File: config.mk
export PLATFORM = sky130hd
export DESIGN_NAME = opad_ser
export DESIGN_NICKNAME = d
export VERILOG_FILES = /design/src/rtl/opad_ser.sv
export SDC_FILE = /design/constraint.sdc
export NUM_CORES = 1
export LEC_CHECK = 0
export CAP_MARGIN = 20
export CORE_MARGIN = 2
export CORE_UTILIZATION = 54
export DETAILED_ROUTE_END_ITERATION = 7
export GPL_ROUTABILITY_DRIVEN = 0
export PLACE_DENSITY = 0.92
export SYNTH_ARGS = -nofsm -noshare
export SYNTH_HDL_FRONTEND = slang
export SYNTH_SLANG_ARGS = --single-unit
File: constraint.sdc
create_clock -name clk -period 3.7 [get_ports clk]
set_input_delay 0.37 -clock clk [delete_from_list [all_inputs] [get_ports clk]]
set_output_delay 0.37 -clock clk [all_outputs]
set_load 0.02 [all_outputs]
File: src/rtl/opad_ser.sv
// opad_ser: output-pad serializer; valid/ready word load, one-word hold buffer, 1 bit/clk out.
// Build option OPAD_SER_MSB_FIRST_EN: wire order MSB first (default LSB first).
module opad_ser #(
  parameter int WIDTH = 4
) (
  input  logic             clk,
  input  logic             rst,
  input  logic [WIDTH-1:0] din,
  input  logic             load_valid,
  output logic             load_ready,
  output logic             outpad,
  output logic             frame,
  output logic             busy
);
  localparam int CW = $clog2(WIDTH);
  localparam logic [CW-1:0] LAST = CW'(WIDTH - 1);

  typedef enum logic {IDLE, SHIFT} state_t;
  state_t state, state_d;

  logic [WIDTH-1:0] shreg, hold;
  logic [CW-1:0]    cnt;
  logic             hold_full, take, last, cur_bit;
  logic             sh_ld, sh_from_hold, hold_ld;

  assign load_ready = !hold_full;
  assign take       = load_valid && load_ready;
  assign last       = (cnt == LAST);

`ifdef OPAD_SER_MSB_FIRST_EN
  assign cur_bit = shreg[LAST - cnt];
`else
  assign cur_bit = shreg[cnt];
`endif

  always_ff @(posedge clk or posedge rst) begin
    if (rst) state <= IDLE;
    else     state <= state_d;
  end

  // The last-bit cycle refills shreg (hold first, then a direct accept) so words stream gap-free.
  always_comb begin
    state_d      = state;
    sh_ld        = 1'b0;
    sh_from_hold = 1'b0;
    hold_ld      = 1'b0;
    case (state)
      IDLE: begin
        if (take) begin
          sh_ld   = 1'b1;
          state_d = SHIFT;
        end
      end
      SHIFT: begin
        if (last) begin
          if (hold_full) begin
            sh_ld        = 1'b1;
            sh_from_hold = 1'b1;
          end else if (take) begin
            sh_ld = 1'b1;
          end else begin
            state_d = IDLE;
          end
        end else if (take) begin
          hold_ld = 1'b1;
        end
      end
      default: state_d = IDLE;
    endcase
  end

  always_ff @(posedge clk or posedge rst) begin
    if (rst) begin
      shreg     <= '0;
      hold      <= '0;
      hold_full <= 1'b0;
      cnt       <= '0;
      outpad    <= 1'b0;
      frame     <= 1'b0;
      busy      <= 1'b0;
    end else begin
      outpad <= (state == SHIFT) && cur_bit;
      frame  <= (state == SHIFT) && (cnt == '0);
      busy   <= (state == SHIFT);
      if (sh_ld) shreg <= sh_from_hold ? hold : din;
      if (state == SHIFT) cnt <= last ? '0 : cnt + 1'b1;
      if (hold_ld) begin
        hold      <= din;
        hold_full <= 1'b1;
      end else if (sh_from_hold) begin
        hold_full <= 1'b0;
      end
    end
  end
endmodule

Yosys cells after proc, flatten, opt, wreduce, memory -nomap -nowiden
Cells that the tools add are included.
{ "op_classes": {"n_bitwise": 1, "mux": 17, "eq_ne": 1, "addsub": 1, "reduce_logical": 6, "n_lt_le_gt_ge": 1} }
{ "op_table": {"columns": ["op", "n"], "rows": [
  ["$mux 1", 12],
  ["$mux 4", 1],
  ["$pmux 1 s2", 2],
  ["$logic_and 1x1->1", 3],
  ["$lt 2x3->1 const B", 1],
  ["$add 2x1->2 const B", 1],
  ["$bmux 1 s2", 1],
  ["$eq 2x2->1 const B", 1],
  ["$logic_not 2->1", 1],
  ["$mux 2", 1],
  ["$reduce_bool 2->1", 1],
  ["$logic_not 1->1", 1],
  ["$not 1->1", 1]
]} }
{ "totals": {"inputBits": 7, "reg_bits": 15, "out_inout_bits": 4} }

Depth between registers and ports, before layout
{ "logic_depth": {"ltp_word": 6, "ltp_mapped": 4, "mapped_depth_nobuf": 4} }

Least setup slack after synthesis
Ideal clock, no wire load.
{ "synth_path": {"path_kind": "flip-flop to flip-flop", "start": "register cnt[0]", "end": "register hold[0]", "stages_incl_launch_ff": 5, "arrival_ns": 1.423, "period_less_slack_ns": 1.548, "path_slack_ns": 2.152, "cell_sequence": "dfrtp_1 ha_1 or2b_4 nor2_4 mux2_2"} }
{ "synth_via": {"elab_chain_cells": 3} }
{ "synth_rtl": {"columns": ["element", "line", "source"], "rows": [
  ["start, declared", "22", "logic [CW-1:0] cnt;"],
  ["start signal, assigned", "86", "if (state == SHIFT) cnt <= last ? '0 : cnt + 1'b1;"],
  ["$eq 2x2->1", "28", "assign last = (cnt == LAST);"],
  ["$mux 1", "55", "if (last) begin"],
  ["$mux 1", "47", "case (state)"],
  ["end signal, assigned", "88", "hold <= din;"],
  ["end, declared", "21", "logic [WIDTH-1:0] shreg, hold;"]
]} }
Every way passes these cells.
A chain may end at the register's enable or synchronous reset.

Final worst setup path
{ "layout_path": {"start": "register hold_full", "end": "output port load_ready"} }
{ "layout_via": {"elab_chain_cells": 1} }
{ "layout_rtl": {"columns": ["element", "line", "source"], "rows": [
  ["start, declared", "23", "logic hold_full, take, last, cur_bit;"],
  ["start signal, assigned", "76", "hold_full <= 1'b0;"],
  ["start signal, assigned", "89", "hold_full <= 1'b1;"],
  ["start signal, assigned", "91", "hold_full <= 1'b0;"],
  ["$logic_not 1->1", "26", "assign load_ready = !hold_full;"],
  ["end, declared", "10", "output logic load_ready,"]
]} }
Every way passes these cells.

==> out/qor.yml <==
logic_synthesis:
  synth_fp_nets: 69
  ys.flop_type: "dfrtp_1"
  ys_warn_count: 0
  yosysSeqAreaShare_pct: 51.9
  ys_types: 27
  synth_area_sq_um: 723
  synth-edff-count: 0
  async_flop_share_pct: 100
  syn-instance-count: 60
  avgSynthCellArea_sq_um: 12.1
  synth_seq_cells: 15
power:
  ir_worst_vdd_v: 0.000446
  powerDensity_nw_per_um2: 844
  p_leak_nw: 0.371
  combinationalPowerShare_pct: 44.7
  pwr-share-seq_pct: 42.5
  switchingPower_mw: 0.265
  clkPwrFrac_pct: 12.9
  p_int_mw: 0.462
  sw_frac_of_total_pct: 36.5
layout:
  mostFrequentLayoutCells: "dfrtp_1 (15), clkdlybuf4s50_1 (10), inv_1 (6)"
  final_common_cell: "dfrtp_1"
  fill_cells: 112
  area_delta_synth_final_pct: 19.2
  drive_gt1_share_pct: 20.8
  antenna_cells: 0
  nNetsFinal: 82
global_route:
  grtUsageTotal_pct: 18.0
  grt_overflow: 0
  grt_pass1_wl_microns: 1870
  grt_start_max_net_pins: 16
  grt_pass1_vias: 438
  antenna_found_initial: 0
detailed_routing:
  dr.first_iter.drc_count: 12
  drc: 0
  ant_nets: 0
  viasPerCell: 5.78
  wl_per_cell_microns: 13.9
  drt_wl_total_microns: 1210
  first_pass_iters: 4
  vias: 503
sta:
  max-slew-margin-rel_pct: 63.0
  fin_ws_ps: 1720
  drv_slew: 0
  rsz0062_at_grt: "false"
  setup_viol: 0
  tightest_slew_ps: 554
  tns_ps: 0
  holdWs_ps: 421
  final_hold_viol_count: 0
  period_needed_ps: 1980
  fin_skew_ps: 6.60
  post-route-period-util_pct: 53.5
  fmax_mhz: 506
cts:
  clock-sinks: 15
  cts_tree: "done"
  clk_latency_ps: 280
  postCtsSetupBuffers: 0
  cts-hold-fix-buffers: 0
  clkSlewWorstSetupHoldPaths_ps: 90
  cts-root-buf: "clkbuf_4"
  htree_levels: 1
  cts_resized: 0
  clock_path_buffers: 2
  cts_made_buffers: 3
outcome:
  status: "complete, no violations"
floorplanning:
  num_rows: 13
  start_util_pct: 57.0
  fp.dieArea_sq_um: 1650
  die-height_microns: 40.6
  io_pins: 11
  core_area_sq_um: 1270
  fp.dieW_microns: 40.6
worst_setup_path:
  slowest_stage: "clkdlybuf4s50_1"
  crit_arrival_ps: 1610
  start_kind: "flip-flop"
  crit_chain: "inv_1, clkdlybuf4s50_1"
  required_ps: 3330
  path_class: "reg2out"
  crit_fanout: 9
  end_kind: "output port"
  critPathMaxStageDelay_ps: 640
placement:
  dp_hpwl_microns: 921
  place_ws_ps: 1940
  port_buffers: 10
run:
  cap_violations: 0
hold_path:
  hold_class: "in2async"
per-layer routing:
layer  vias up  global-route usage [%]  routed length [microns]  part of all wire (%)
met5         -                       0                        0                     0
met4         0                    5.00                        0                     0
met3         0                    7.22                       65                   5.4
met2        14                    29.0                      607                    50
met1       247                    22.3                      533                    44
li1        242                       -                        -                     -
critical path, delay by kind of cell, from the launching register on:
family,cells,cell delay (ps)
buffers and inverters,2,840
DFF,1,490
path summary, 6_finish.rpt:
path / from / to / slack (ps) / depth (start not counted)
hold reg to reg: hold[2]$_DFFE_PP0P_ / hold[2]$_DFFE_PP0P_ / 510 / 1
setup / recovery: hold_full$_DFFE_PP0P_ / load_ready / 1720 / 2
min in group clk: hold[2]$_DFFE_PP0P_ / hold[2]$_DFFE_PP0P_ / 510 / 1
max in group asynchronous: rst / state$_DFF_PP0_ / 2910 / 2
setup reg to reg: cnt[0]$_DFFE_PP0P_ / hold[3]$_DFFE_PP0P_ / 2020 / 4
hold / removal: rst / cnt[1]$_DFFE_PP0P_ / 420 / 2
Yosys cell counts, drive strengths merged, types with 2 or more instances:
library cell  instances  share of area, %
or2                   2               1.7
and2                  2               1.7
o221a                 2               3.1
o221ai                2               2.4
mux2                  4               6.2
o22ai                 2               1.7
nand2                 3               1.6
o21ai                 3               2.6
a21oi                 2               1.4
dfrtp                15                52
inv                   6               3.1
ha                    2               3.5
nand3                 2               1.4
nand2b                2               2.8
through the flow:
| stage | area (sq um) | utilization [%] | instances | power (mW) |
|---|---|---|---|---|
| after floorplan | 723 | - | 60 | 0.545 |
| after global placement | 832 | 65.6 | 83 | 0.623 |
| after detailed placement | 832 | 65.6 | 83 | 0.639 |
| after CTS | 862 | 67.9 | 87 | 0.733 |
| after global routing | 862 | 67.9 | 87 | 0.783 |
| final | 862 | 67.9 | 87 | 0.727 |
power groups by stage:
stage / combinational [mW] / sequential, mW / clock [mW]
finish: 0.325 / 0.309 / 0.0936
global route: 0.358 / 0.321 / 0.104
detailed placement: 0.327 / 0.312 / 0
floorplan: 0.250 / 0.296 / 0
CTS: 0.328 / 0.309 / 0.0970
global placement: 0.313 / 0.310 / 0
cell type report:
cell class / count / area [sq um] / area share, %
tap: 15 / 18.8 / 2.18
clock buffer: 3 / 22.5 / 2.61
timing repair buffer: 10 / 100 / 11.6
clock inverter: 1 / 7.51 / 0.871
multi-input combinational: 37 / 315 / 36.6
sequential: 15 / 375 / 43.5
inverter: 6 / 22.5 / 2.61
flip-flops by register name (all words and copies together) (netlist names):
register,count
busy,1
state,1
frame,1
hold_full,1
shreg,4
cnt,2
hold,4
outpad,1
kinds of logic (layout without fill, tap and decap cells):
| logic type | count (synthesis) | in the layout | synth area share, % |
|---|---|---|---|
| compound gates | 15 | 15 | 16.3 |
| fa+ha+maj | 2 | 2 | 3.46 |
| buf+inv | 8 | 20 | 4.50 |
| flops | 15 | 15 | 51.9 |
| mux | 6 | 6 | 10.7 |
| simple gates | 14 | 14 | 13.1 |
No activity file was read; power rests on OpenSTA's default activity.
